**src/rtl/simon_pkg.sv**
```systemverilog
// Shared types and helpers for the Simon game core.
package simon_pkg;

  typedef enum logic [2:0] {
    S_IDLE,
    S_GAP,
    S_SHOW,
    S_INPUT,
    S_HOLD,
    S_LOSE,
    S_WIN
  } state_t;

  localparam logic [15:0] LFSR_MASK = 16'hB400;

  // Raw LFSR bits span 2**CW values, which is always less than 2*n, so one subtraction suffices.
  function automatic logic [3:0] reduce_color(input logic [3:0] value, input logic [3:0] n);
    return (value >= n) ? value - n : value;
  endfunction

endpackage

```
**src/rtl/simon_lfsr.sv**
```systemverilog
// 16-bit right-shifting Galois LFSR with seed load; an all-zero load is forced to 1.
module simon_lfsr
  import simon_pkg::*;
(
  input  logic        clk,
  input  logic        rst,
  input  logic        step,
  input  logic        load,
  input  logic [15:0] load_val,
  output logic [15:0] value
);

  logic [15:0] stepped;

  always_comb begin
    stepped = value[0] ? ((value >> 1) ^ LFSR_MASK) : (value >> 1);
  end

  always_ff @(posedge clk) begin
    if (rst) begin
      value <= 16'h0001;
    end else if (load) begin
      value <= (load_val == '0) ? 16'h0001 : load_val;
    end else if (step) begin
      value <= stepped;
    end
  end

endmodule

```
**src/rtl/simon_engine.sv**
```systemverilog
// Simon game core: seeded sequence playback, press checking and level tracking.
module simon_engine
  import simon_pkg::*;
#(
  parameter int NUM_COLORS    = 4,
  parameter int MAX_LEVEL     = 32,
  parameter int SHOW_TICKS    = 300,
  parameter int GAP_TICKS     = 100,
  parameter int TIMEOUT_TICKS = 3000,
  localparam int CW = ($clog2(NUM_COLORS) > 1) ? $clog2(NUM_COLORS) : 1,
  localparam int LW = $clog2(MAX_LEVEL + 1)
) (
  input  logic                  clk,
  input  logic                  rst,
  input  logic                  tick,
  input  logic [NUM_COLORS-1:0] btn,
  output logic [NUM_COLORS-1:0] led,
  output logic                  tone_en,
  output logic [CW-1:0]         tone_sel,
  output logic [LW-1:0]         level,
  output logic                  game_over,
  output logic                  win
);

  localparam logic [31:0] GAP_LAST     = 32'(GAP_TICKS - 1);
  localparam logic [31:0] SHOW_LAST    = 32'(SHOW_TICKS - 1);
  localparam logic [31:0] TIMEOUT_LAST = 32'(TIMEOUT_TICKS - 1);

  state_t                state, state_nx;
  logic [31:0]           tick_cnt, cnt_nx;
  logic [LW-1:0]         idx, idx_nx, level_nx;
  logic [15:0]           seed, seed_nx;
  logic                  blink, blink_nx;
  logic [NUM_COLORS-1:0] btn_q, rise, color_oh;
  logic [CW-1:0]         colour;
  logic                  lfsr_step, lfsr_load;
  logic [15:0]           lfsr_load_val, lfsr_value;

  simon_lfsr u_lfsr (
    .clk      (clk),
    .rst      (rst),
    .step     (lfsr_step),
    .load     (lfsr_load),
    .load_val (lfsr_load_val),
    .value    (lfsr_value)
  );

  assign colour   = CW'(reduce_color(4'(lfsr_value[CW-1:0]), 4'(NUM_COLORS)));
  assign color_oh = NUM_COLORS'(1) << colour;
  assign rise     = btn & ~btn_q;

  always_comb begin
    state_nx      = state;
    cnt_nx        = tick_cnt;
    idx_nx        = idx;
    level_nx      = level;
    seed_nx       = seed;
    blink_nx      = blink;
    lfsr_step     = 1'b0;
    lfsr_load     = 1'b0;
    lfsr_load_val = seed;
    case (state)
      S_IDLE: begin
        lfsr_step = 1'b1;
        if (|rise) begin
          seed_nx       = lfsr_value;
          lfsr_load     = 1'b1;
          lfsr_load_val = lfsr_value;
          level_nx      = '0;
          idx_nx        = '0;
          state_nx      = S_GAP;
        end
      end
      S_GAP: begin
        if (tick) begin
          if (tick_cnt == GAP_LAST) state_nx = S_SHOW;
          else cnt_nx = tick_cnt + 32'd1;
        end
      end
      S_SHOW: begin
        if (tick) begin
          if (tick_cnt == SHOW_LAST) begin
            if (idx == level) begin
              lfsr_load = 1'b1;
              idx_nx    = '0;
              state_nx  = S_INPUT;
            end else begin
              lfsr_step = 1'b1;
              idx_nx    = idx + 1'b1;
              state_nx  = S_GAP;
            end
          end else begin
            cnt_nx = tick_cnt + 32'd1;
          end
        end
      end
      S_INPUT: begin
        if (|rise) begin
          state_nx = (rise == color_oh) ? S_HOLD : S_LOSE;
        end else if (tick) begin
          if (tick_cnt == TIMEOUT_LAST) state_nx = S_LOSE;
          else cnt_nx = tick_cnt + 32'd1;
        end
      end
      S_HOLD: begin
        if (!(|(btn & color_oh))) begin
          lfsr_step = 1'b1;
          if (idx == level) begin
            // Round complete; idx restarts rather than parking at level+1.
            level_nx = level + 1'b1;
            idx_nx   = '0;
            if (level_nx == LW'(MAX_LEVEL)) begin
              state_nx = S_WIN;
            end else begin
              lfsr_load = 1'b1;
              state_nx  = S_GAP;
            end
          end else begin
            idx_nx   = idx + 1'b1;
            state_nx = S_INPUT;
          end
        end
      end
      S_LOSE: begin
        if (|rise) state_nx = S_IDLE;
      end
      S_WIN: begin
        if (|rise) begin
          state_nx = S_IDLE;
        end else if (tick) begin
          if (tick_cnt == SHOW_LAST) begin
            cnt_nx   = '0;
            blink_nx = ~blink;
          end else begin
            cnt_nx = tick_cnt + 32'd1;
          end
        end
      end
      default: state_nx = S_IDLE;
    endcase
    if (state_nx != state) begin
      cnt_nx   = '0;
      blink_nx = 1'b1;
    end
  end

  always_ff @(posedge clk) begin
    if (rst) begin
      state    <= S_IDLE;
      tick_cnt <= '0;
      idx      <= '0;
      level    <= '0;
      seed     <= 16'h0001;
      blink    <= 1'b0;
      btn_q    <= '0;
    end else begin
      state    <= state_nx;
      tick_cnt <= cnt_nx;
      idx      <= idx_nx;
      level    <= level_nx;
      seed     <= seed_nx;
      blink    <= blink_nx;
      btn_q    <= btn;
    end
  end

  always_ff @(posedge clk) begin
    if (rst) begin
      led       <= '0;
      tone_en   <= 1'b0;
      tone_sel  <= '0;
      game_over <= 1'b0;
      win       <= 1'b0;
    end else begin
      led       <= '0;
      tone_en   <= 1'b0;
      tone_sel  <= '0;
      game_over <= 1'b0;
      win       <= 1'b0;
      case (state)
        S_SHOW, S_HOLD: begin
          led      <= color_oh;
          tone_en  <= 1'b1;
          tone_sel <= colour;
        end
        S_LOSE: begin
          led       <= '1;
          tone_en   <= 1'b1;
          game_over <= 1'b1;
        end
        S_WIN: begin
          led <= blink ? '1 : '0;
          win <= 1'b1;
        end
        default: ;
      endcase
    end
  end

endmodule
```
**config.mk**
```make
export PLATFORM = sky130hd
export DESIGN_NAME = simon_engine
export DESIGN_NICKNAME = d
export VERILOG_FILES = /design/src/rtl/simon_pkg.sv /design/src/rtl/simon_lfsr.sv /design/src/rtl/simon_engine.sv
export SDC_FILE = /design/constraint.sdc
export NUM_CORES = 1
export LEC_CHECK = 0
export ABC_AREA = 0
export CAP_MARGIN = 20
export CORE_MARGIN = 2
export CORE_UTILIZATION = 45
export CTS_CLUSTER_DIAMETER = 120
export DETAILED_ROUTE_END_ITERATION = 7
export DONT_BUFFER_PORTS = 1
export PLACE_DENSITY = 0.68
export SETUP_SLACK_MARGIN = 0.4
export SLEW_MARGIN = 40
export SYNTH_ARGS = -nofsm -noshare
export SYNTH_HDL_FRONTEND = slang
export SYNTH_SLANG_ARGS = --single-unit
```
**constraint.sdc**
```tcl
create_clock -name clk -period 3.2 [get_ports clk]
set_input_delay 0.96 -clock clk [delete_from_list [all_inputs] [get_ports clk]]
set_output_delay 0.96 -clock clk [all_outputs]
set_load 0.01 [all_outputs]
```
== Yosys cells after proc, flatten, opt, wreduce, memory -nomap -nowiden ==
Cells that the tools add are included.
Operators by class
  add/sub/neg operators: 3
  equal/unequal tests: 27
  shifts and indexed selects: 1
  multiplexer cells: 64
  bitwise logic cells: 6
  reductions and logical operators: 20
Operators by type and width (count)
  $mux W32: 10
  $pmux W32 S4: 1
  $mux W16: 6
  $mux W6: 7
  $mux W3: 12
  $add A32 B1 Y32 const B: 1
  $eq A32 B12 Y1 const B: 1
  $eq A32 B7 Y1 const B: 1
  $eq A32 B9 Y1 const B: 1
  $ne A2 B2 Y1 const B: 13
  $mux W1: 20
  $pmux W3 S6: 1
  $pmux W6 S3: 1
  $logic_not A16 Y1: 1
  $add A6 B1 Y6 const B: 2
  $pmux W4 S3: 1
  $pmux W6 S2: 1
  $reduce_and A10 Y1: 1
  $reduce_bool A2 Y1: 5
  $eq A3 B3 Y1 const B: 3
  $and A4 B4 Y4: 2
  $reduce_and A4 Y1: 2
  $reduce_or A2 Y1: 4
  $reduce_or A4 Y1: 2
  other kinds (19): 22
Storage, ports and cells
  bits in registers: 93
  input port bits: 7
  output and inout port bits: 15
  word-level logic and storage cells: 134

== Longest topological paths before layout ==
Gate-level depths: netlist of run 1.
  word-level depth: 9
  depth in mapped cells: 11
  depth with buffers taken out: 9

== Modules after synthesis ==
From an unflattened synthesis of run 1, not the netlist that was laid out.
Second synthesis, totals
  cells, all modules: 553
  area, all modules: 4908.5 sq um
By module, submodules not included
  simon_engine: times used 1, cells each 471, area an instance 4113.9 sq um, seq. area each 1541.5 sq um
  simon_lfsr: times used 1, cells each 82, area an instance 794.5 sq um, seq. area each 320.3 sq um

== Worst setup path after synthesis of run 1 ==
Ideal clock, no wire load.
  path type: input-to-reg
  start: in btn[1]
  end: reg tick_cnt[19]
  library setup time: 0.070 ns
  data arrival time: 3.116 ns
  data required time: 3.130 ns
  path slack: 0.014 ns
  stages: 8
  buffers on the path: 1
  cells stage by stage: nor2b_1 > or4_1 > o21ai_1 > o211ai_2 > or3_1 > buf_2 > or4_1 > a21oi_1
Between the ends
  word-level cells in the longest chain between the ends: 7
  elaborated cells between the ends (all ways): 16
  classes of those cells: 4 x eq/ne; 6 x mux; 2 x bitwise; 4 x reduce/logical
RTL lines
  start, declared: RTL line simon_engine.sv:16  | input logic [NUM_COLORS-1:0] btn,
  $and A4 B4 Y4: RTL line simon_engine.sv:50  | assign rise = btn & ~btn_q;
  $eq A4 B4 Y1: RTL line simon_engine.sv:99  | state_nx = (rise == color_oh) ? S_HOLD : S_LOSE;
  $mux W1: RTL line simon_engine.sv:99
  $mux W3: RTL line simon_engine.sv:98  | if (|rise) begin
  $pmux W3 S6: RTL line simon_engine.sv:62  | case (state)
  $ne A3 B3 Y1: RTL line simon_engine.sv:141  | if (state_nx != state) begin
  $reduce_or A2 Y1 (no source line)
  end signal, assigned: RTL line simon_engine.sv:158  | tick_cnt <= cnt_nx;
  end, declared: RTL line simon_engine.sv:30  | logic [31:0] tick_cnt, cnt_nx;
Parallel ways exist; a longest one is shown, timed or not.
A chain may end at the register's enable or synchronous reset.

== Worst setup path in the final report of run 1 ==
  start: reg tick_cnt[12]
  end: reg tick_cnt[16]
Between the ends
  word-level cells in the longest chain between the ends: 7
  elaborated cells between the ends (all ways): 29
  classes of those cells: 1 x add/sub; 7 x eq/ne; 19 x mux; 2 x reduce/logical
RTL lines
  branches (longest 7 deep; another with $add A32 B1 Y32)
Several ways; the timed one is not identified. The select of a mux whose other input is x is not followed.

==> impl_metrics.yaml, run 1 <==
power_and_ir_drop:
  ir_worst_vdd_v: 0.000180
  power.leakage_nw: 1.85
  power-per-cell-area_mw_per_mm2: 415
critical_path:
  critPathMaxFanout: 8
  crit_type: "reg -> reg"
  crit_path_start_kind: "flip-flop"
  crit_required_ps: 3470
  slowest_delay_ps: 590
  critPathSlowestCell: "or4_1"
  cp-end-kind: "flip-flop"
  path_cells: "or4_4 > or4_1 > nor4_2 > o21ai_0 > a21oi_1 > a211oi_2 > o211ai_4 > buf_12 > buf_8 > nor2_1"
  crit_arrival_ps: 3110
synthesis:
  synth_seq_cells: 93
  postSynthAreaPerCell_sq_um: 8.28
  syn_area_sq_mm: 0.00478
  synth_edf_count: 0
  synth_cells: 577
  yosysSeqAreaShare_pct: 39.0
  synth_ff_type: "dfxtp_1"
  yosys.cell_types.count: 59
  async_flop_share_pct: 0
  syn_nets: 588
  ys_warn_count: 0
run:
  cap_violations: 0
global_route:
  grt_pass1_vias: 4037
  grt_pass1_wl_mm: 19.1
  antenna_found_initial: 0
  grt-ovfl-total: 0
  grt_max_degree: 53
  grtUsageTotal_pct: 20.6
floorplan:
  fp.dieW_um: 107
  ioPinCount: 22
  dieArea_sq_mm: 0.0115
  num_rows: 37
  initial_core_util_pct: 46.3
  die_h_um: 107
  coreArea_sq_mm: 0.0103
clocking:
  root_buffer: "clkbuf_8"
  clk-insertion-delay-late_ps: 370
  cts_tree: "built"
  clk_path_buf_depth: 2
  cts_sinks: 93
  path_clk_slew_ps: 90
  cts_buffers: 9
  htreeDepth: 3
  hold_buffers: 0
hold_path:
  hp-class: "reg -> reg"
route:
  firstDrtPassIters: 5
  finalWirelength_mm: 11.5
  postRouteAntennaNets: 0
  via_per_inst: 5.78
  vias: 4231
  drc: 0
  wl_per_cell_um: 15.7
  drtIter0Drc: 213
placement:
  port_buffers: 0
  hpwlAfterDp_mm: 7.62
  gp_congestion: 0.908
  place_inst: 704
timing:
  rsz0062_at_grt: "true"
  clock_skew_ps: 12.5
  fmax_ghz: 0.352
  slew_headroom_pct: 64.0
  worst_pin_slew_ps: 535
  fin_tns_setup_ps: 0
  finalSetupViolCount: 0
  post-route-min-period_ps: 2840
  period_share_pct: 88.9
  drv_slew: 0
  final_hold_viol_count: 0
  holdWs_ps: 473
finish:
  area_delta_synth_final_pct: 13.6
  final_cell_count_no_fill: 732
  final_nets: 603
  diodes: 0
  fillCellCount: 952
  layout-drive-gt1-share_pct: 18.3
status:
  run_status: "finished, final reports clean"
==> sequential cells by signal, indices dropped and copies added, names as in the netlist <==
signal	count
state	3
level	6
u_lfsr.value	16
tone_en	1
tick_cnt	32
tone_sel	2
idx	6
seed	16
led	4
btn_q	4
blink	1
win	1
game_over	1
==> logic make-up after synthesis <==
group / after synthesis / synth area share, %
AND/OR/NAND/NOR: 283 / 30.0
AO/OA/AOI/OAI: 97 / 13.9
XOR/XNOR: 42 / 7.70
adder cells (fa/ha/maj): 4 / 1.05
flip-flops: 93 / 39.0
multiplexers: 18 / 4.03
buffers and inverters: 40 / 4.40
==> worst paths after layout <==
path	endpoint	cells past startpoint	slack, ps	from
hold reg to reg	seed[8]	2	470	seed[8]
setup / recovery	tick_cnt[16]	10	360	tick_cnt[12]
setup reg to reg	tick_cnt[16]	10	360	tick_cnt[12]
hold / removal	seed[8]	2	470	seed[8]
==> Yosys cell counts, types with 3 or more instances <==
cell,n,share of area (%)
a211oi_1,6,0.94
a211oi_2,9,2.4
a21oi_1,34,3.6
a31oi_1,8,1.0
and2_1,6,0.79
and3_1,3,0.39
and4_1,3,0.55
buf_2,7,0.73
clkbuf_1,19,1.5
dfxtp_1,93,39
ha_1,4,1.0
inv_1,8,0.63
mux2i_1,17,3.6
nand2_1,69,5.4
nand2b_1,3,0.39
nand3_1,19,2.0
nand3b_1,5,0.79
nand4_1,15,2.0
nor2_1,73,5.7
nor2b_1,12,1.6
nor3_1,18,1.9
nor3b_1,3,0.47
nor4_1,22,2.9
o21ai_0,18,1.9
or2_2,6,0.79
or3_1,8,1.0
or4_1,7,1.1
xnor2_1,20,3.7
xor2_1,22,4.0
==> cell usage in the layout (no fill, tap or decap), drive strengths merged, types with 3 or more instances in the layout <==
master   n
nor2b   12
nand2b   3
or3      8
nand3b   5
nor3    18
nor3b    3
nor2    73
o211ai   3
and3     3
nand3   19
a21oi   35
clkbuf  12
nor4    22
o21ai   19
ha       4
nand4   16
a31oi    8
and4     3
or2      6
a211oi  15
mux2i   17
buf     34
or4      9
and2     9
nand2   69
xor2    22
inv      9
xnor2   20
dfxtp   93
==> per-stage QoR <==
step           utilization [%]  setup slack, ps  total power [W]  area (sq um)
3_3_place_gp              48.3             80.8          0.00148          4990
6_report                  52.6              356          0.00225          5430
3_5_place_dp              48.3             64.3          0.00149          4990
2_1_floorplan                -              118          0.00144          4810
5_1_grt                   52.6              307          0.00235          5430
4_1_cts                   51.9              294          0.00225          5360
==> layer usage <==
layer  up-vias  GRT usage, %  wire length [um]
li1       2079             -                 -
met1      2049          27.8              5550
met2        90          33.5              5330
met3        13          4.19               486
met4         0          5.66               121
met5         -             0                 0
==> repair_timing <==
item	CTS	global route
buffers inserted	9	0
gates cloned	4	0
pin swaps	8	3
setup endpoints to repair	48	50
resized for setup	21	17
endpoints found under the hold margin	0	0
==> power breakdown <==
part           internal (W)  total (W)  switching, W
registers           0.00119    0.00124     0.0000415
clock network      0.000343   0.000752      0.000409
logic              0.000119   0.000263      0.000144
total               0.00166    0.00225      0.000595
==> critical path: cells and delay by family, from the launching register on <==
| family | cells | cell delay, ps |
|---|---|---|
| compound gates | 4 | 740 |
| flops | 1 | 330 |
| buf+inv | 2 | 290 |
| simple gates | 4 | 1400 |
==> area by class of cell <==
cell class / instances / area (sq um) / area share (%)
Multi-Input combinational cell: 446 / 2860 / 52.7
Sequential cell: 93 / 1870 / 34.5
Timing Repair Buffer: 34 / 313 / 5.76
Tap cell: 136 / 170 / 3.14
Clock buffer: 12 / 165 / 3.04
Inverter: 8 / 30.0 / 0.553
Clock inverter: 3 / 18.8 / 0.346
(Power assumes the default switching activity.)
==> run 2, diff against run 1 <==
--- a/config.mk
+++ b/config.mk
@@ -17,4 +17,5 @@
 export SLEW_MARGIN = 40
 export SYNTH_ARGS = -nofsm -noshare
 export SYNTH_HDL_FRONTEND = slang
+export SYNTH_HIERARCHICAL = 1
 export SYNTH_SLANG_ARGS = --single-unit
==> run 2 against run 1 <==
  * Utilization decreased by 0.93 points
  * Sequential power decreased by 3%
  * Largest power group unchanged
  * Highest routed layer unchanged
  * Register-to-register slack gained 20 ps
  * Power down 0.22%
  * Global-route usage down 1.0 points
  * Critical path depth shrank 1
  * Synthesized area grew 2.8%
  * Maximum frequency rose by 0.81%
  * Setup slack gained 23 ps
  * Critical endpoint is now tick_cnt[20]
  * Wire length decreased by 3.2%
  * Clock power down 3.5%
==> impl_metrics.yaml, run 2 <==
synthesis:
  yosys.cell_types.count: 66
  synthTopCellsByArea: "dfxtp_1 (38%), mux2_2 (6.2%), nor2_1 (4.4%)"
  synth_ff_type: "dfxtp_1"
  ys_warn_count: 6
  async_flop_share_pct: 0
  postSynthAreaPerCell_sq_um: 8.88
  syn_nets: 564
  synth_edf_count: 0
  synth_cells: 553
  synth_seq_cells: 93
  yosysTopAreaCell: "dfxtp_1"
  syn_area_sq_mm: 0.00491
  yosysSeqAreaShare_pct: 37.9
  yosysMostFrequentCell: "dfxtp_1"
  yosysTopAreaCellShare_pct: 37.9
  synthTopCellsByCount: "dfxtp_1 (93), nor2_1 (57), nand2_1 (31)"
timing:
  slew_headroom_pct: 57.4
  period_share_pct: 88.2
  rsz0062_at_grt: "true"
  final_hold_viol_count: 0
  finalSetupViolCount: 0
  fin_tns_setup_ps: 0
  holdWs_ps: 546
  clock_skew_ps: 13.7
  worst_pin_slew_ps: 637
  post-route-min-period_ps: 2820
  drv_slew: 0
  fmax_ghz: 0.354
floorplan:
  dieArea_sq_mm: 0.0118
  die_h_um: 108
  num_rows: 38
  initial_core_util_pct: 45.7
  fp.dieW_um: 108
  coreArea_sq_mm: 0.0107
  ioPinCount: 22
global_route:
  grtUsageTotal_pct: 19.6
  grt-ovfl-total: 0
  grt_pass1_vias: 3837
  grt_max_degree: 54
  grt_pass1_wl_mm: 18.3
  antenna_found_initial: 0
route:
  finalWirelength_mm: 11.1
  postRouteAntennaNets: 0
  wl_per_cell_um: 15.7
  firstDrtPassIters: 5
  via_per_inst: 5.72
  drc: 0
  vias: 4064
  drtIter0Drc: 264
power_and_ir_drop:
  power-per-cell-area_mw_per_mm2: 405
  ir_worst_vdd_v: 0.000270
  power.leakage_nw: 1.98
clocking:
  clk-insertion-delay-late_ps: 380
  cts_sinks: 93
  clk_path_buf_depth: 2
  root_buffer: "clkbuf_8"
  cts_tree: "built"
  cts_buffers: 9
  path_clk_slew_ps: 90
  htreeDepth: 3
finish:
  largestRegisters: "tick_cnt: 32 flops, seed: 16 flops, u_lfsr/value: 16 flops"
  area_delta_synth_final_pct: 13.1
  regMostFlops: "tick_cnt"
  layout-drive-gt1-share_pct: 23.5
  largest_reg_flops: 32
  final_common_cell: "dfxtp_1"
  diodes: 0
  final_cell_area_sq_mm: 0.00555
  fillCellCount: 1000
  final_nets: 576
  register_area_sq_mm: 0.00187
  layout_common_cells: "dfxtp_1 (85), nor2_1 (56), nand2_1 (31), mux2_2 (27), nor2b_1 (25)"
  multi_input_area_sq_mm: 0.00298
  final_cell_count_no_fill: 710
placement:
  port_buffers: 0
  hpwlAfterDp_mm: 7.34
  place_inst: 680
  gp_congestion: 0.843
  place_area_sq_mm: 0.00512
hold_path:
  hp-class: "reg -> reg"
critical_path:
  crit_arrival_ps: 3100
  critPathMaxFanout: 6
  cp-end-kind: "flip-flop"
  crit_type: "reg -> reg"
  crit_path_start_kind: "flip-flop"
  crit_required_ps: 3470
status:
  run_status: "finished, final reports clean"
run:
  cap_violations: 0
## run 2: path summary, 6_finish.rpt
path,start,end,slack (ps),cells after the start
hold reg to reg,level[2],level[2],550,2
hold / removal,level[2],level[2],550,2
setup / recovery,tick_cnt[13],tick_cnt[20],380,9
setup reg to reg,tick_cnt[13],tick_cnt[20],380,9
## run 2: critical path, stage by stage (launching register included)
cell	delay, ps
dfxtp_2	350
or4_4	520
or3_4	420
or4_4	430
and3b_2	230
nor3b_2	220
a2111o_2	220
buf_6	150
clkbuf_16	150
nor2_2	30
## run 2: report_power, final
part           leakage (nW)  total (W)  internal (W)  switching [W]
sequential            0.757    0.00120       0.00118      0.0000234
clock                0.0833   0.000726      0.000288       0.000438
combinational          1.14   0.000315      0.000152       0.000163
## run 2: per-layer routing
metal	GRT usage (%)	vias to the layer above	routed length (um)
met5	0	-	0
met4	6.50	0	176
met1	26.0	1932	4990
met3	5.73	19	689
li1	-	1995	-
met2	30.6	118	5270
## run 2: logic make-up after synthesis
| logic type | Yosys count | share of synthesized area (%) |
|---|---|---|
| simple gates | 266 | 30.4 |
| flops | 93 | 37.9 |
| compound gates | 67 | 9.15 |
| mux | 45 | 10.4 |
| xor+xnor | 42 | 7.49 |
| buf+inv | 36 | 3.67 |
| fa+ha+maj | 4 | 1.02 |
## run 2: metrics by stage
stage,utilization (%),worst slack [ps],power [W]
after detailed placement,47.7,-16.7,0.00150
after global routing,51.6,310,0.00234
after floorplan,-,246,0.00145
after global placement,47.7,98.4,0.00150
after CTS,50.3,383,0.00225
final,51.6,379,0.00225
## run 2: repair_timing
action | in CTS | in global routing
endpoints found under the setup margin | 39 | 54
resized for setup | 7 | 18
pin swaps | 2 | 10
hold buffers | 0 | 0
gates cloned | 1 | 1
buffers inserted | 6 | 6
## run 2: layout make-up
cell class | count | share of cell area, %
clock inverters | 6 | 0.834
clock buffers | 10 | 2.30
inverters | 6 | 0.406
flip-flops and latches | 93 | 33.8
multi-input cells | 424 | 53.6
repair buffers | 31 | 5.91
well taps | 140 | 3.16
==> run 3, diff against run 2 <==
--- a/config.mk
+++ b/config.mk
@@ -12,6 +12,7 @@
 export CTS_CLUSTER_DIAMETER = 120
 export DETAILED_ROUTE_END_ITERATION = 7
 export DONT_BUFFER_PORTS = 1
+export GPL_TIMING_DRIVEN = 0
 export PLACE_DENSITY = 0.68
 export SETUP_SLACK_MARGIN = 0.4
 export SLEW_MARGIN = 40
==> run 3 against run 2 <==
  * Sequential power about the same
  * Global-route usage down 0.26 points
  * Utilization up 1.1 points
  * Wire length down 0.38%
  * Final area up 2.1%
  * Critical path type is now in -> reg
  * Largest cell class unchanged
  * Largest power group unchanged
==> impl_metrics.yaml, run 3 (synthesis results as in run 2) <==
status:
  run_status: "finished, final reports clean"
timing:
  final_hold_viol_count: 0
  clock_skew_ps: 19.5
  rsz0062_at_grt: "true"
  post-route-min-period_ps: 2840
  period_share_pct: 88.6
  drv_slew: 0
  fmax_ghz: 0.353
  slew_headroom_pct: 66.5
  worst_pin_slew_ps: 503
  finalSetupViolCount: 0
finish:
  fillCellCount: 1000
  final_util_pct: 52.7
  layout_common_cells: "dfxtp_1 (85), nor2_1 (54), nand2_1 (31), mux2_2 (27), nor2b_1 (25)"
  final_common_cell: "dfxtp_1"
  area_delta_synth_final_pct: 15.4
  layout-drive-gt1-share_pct: 24.8
  diodes: 0
  final_cell_area_sq_mm: 0.00566
  largest_reg_flops: 32
  multi_input_area_sq_mm: 0.00302
  regMostFlops: "tick_cnt"
  register_area_sq_mm: 0.00188
  largestRegisters: "tick_cnt: 32 flops, seed: 16 flops, u_lfsr/value: 16 flops"
  final_nets: 591
clocking:
  htreeDepth: 3
  cts_buffers: 9
  cts_tree: "built"
  path_clk_slew_ps: 80
  cts_sinks: 93
  clk-insertion-delay-late_ps: 390
  root_buffer: "clkbuf_8"
  clk_path_buf_depth: 2
  hold_buffers: 0
route:
  wl_per_cell_um: 15.3
  drtIter0Drc: 293
  postRouteAntennaNets: 0
  drc: 0
  finalWirelength_mm: 11.1
  firstDrtPassIters: 4
  vias: 4132
  via_per_inst: 5.70
floorplan:
  ioPinCount: 22
  die_h_um: 108
  fp.dieW_um: 108
  dieArea_sq_mm: 0.0118
  num_rows: 38
  initial_core_util_pct: 45.7
  coreArea_sq_mm: 0.0107
global_route:
  grt_pass1_wl_mm: 18.2
  grt-ovfl-total: 0
  antenna_found_initial: 0
  grt_max_degree: 17
  grtUsageTotal_pct: 19.4
  grt_pass1_vias: 3745
critical_path:
  reg2reg_to: "tick_cnt[6]"
  crit_type: "in -> reg"
  ff2ff_path_depth: 9
  r2r_setup_slack_ps: 370
  critPathMaxFanout: 7
  crit_arrival_ps: 3150
  cp-end-kind: "flip-flop"
  crit_required_ps: 3520
  crit_path_start_kind: "primary input"
  r2r-start: "tick_cnt[14]"
hold_path:
  holdPathEnd: "level[2]"
  hp-class: "reg -> reg"
  hold_depth: 2
  min_from: "level[2]"
power_and_ir_drop:
  power.leakage_nw: 2.02
  power-per-cell-area_mw_per_mm2: 405
  swShare_pct: 27.9
  p_int_w: 0.00165
  ir_worst_vdd_v: 0.000375
  clkPwrFrac_pct: 32.8
  combPwrFrac_pct: 14.9
  p_switching_w: 0.000641
  pwr-share-seq_pct: 52.3
placement:
  port_buffers: 0
  place_area_sq_mm: 0.00511
  hpwlAfterDp_mm: 7.60
  gp_congestion: 0.895
run:
  cap_violations: 0
[run 3: how the worst max path moves through the flow]
| stage | endpoint | slack [ps] | startpoint | cells after the start |
|---|---|---|---|---|
| 2_1_floorplan | tick_cnt[5] | 250 | btn[2] | 8 |
| 3_3_place_gp | u_lfsr/value[0] | -70 | btn[2] | 8 |
| 3_5_place_dp | u_lfsr/value[0] | -70 | btn[3] | 8 |
| 6_report | tick_cnt[6] | 360 | btn[2] | 9 |
| 5_1_grt | tick_cnt[29] | 290 | tick_cnt[14] | 9 |
| 4_1_cts | tick_cnt[3] | 380 | tick_cnt[12] | 8 |
[run 3: critical path, stage by stage]
cell	delay [ps]
nor2b_4	140
o41ai_4	420
o31ai_2	120
a211o_1	270
or3_1	340
a2111o_2	520
buf_12	170
clkbuf_16	140
nor2_1	70
[run 3: power groups by stage]
stage	clock (W)	sequential, W	combinational, W
after floorplan	0	0.00122	0.000224
after detailed placement	0	0.00123	0.000278
after CTS	0.000773	0.00120	0.000303
after global placement	0	0.00123	0.000273
after global routing	0.000818	0.00120	0.000374
final	0.000752	0.00120	0.000343
[run 3: routing by layer]
layer  GRT usage [%]  wire length [um]  up-vias
met5               0                 0        -
met4            8.24               224        0
met3            4.46               549       19
met2            30.1              5170      103
met1            25.7              5140     1987
li1                -                 -     2023
[run 3: cell type report]
type	instances	area share [%]
plain buffers	30	3.76
inverters	6	0.398
repair buffers	16	3.07
flip-flops and latches	93	33.2
multi-input cells	424	53.2
clock buffers	11	2.50
clock inverters	5	0.773
well taps	140	3.09
[run 3: repair_timing]
action / 4_1_cts / 5_1_grt
pin swaps: 1 / 11
buffers inserted: 6 / 8
setup endpoints to repair: 36 / 55
endpoints found under the hold margin: 0 / 0
resized for setup: 15 / 53
gates cloned: 1 / 1
[run 3: through the flow]
stage                     hold slack, ps  power, W  std cells  TNS, ps  setup slack, ps
final                                542   0.00230        725        0              364
after global routing                 567   0.00240        725        0              288
after CTS                            537   0.00228        716        0              376
after detailed placement             513   0.00151        693    -73.5            -73.5
after global placement               511   0.00150        693    -66.2            -66.2
after floorplan                      473   0.00145        553        0              246
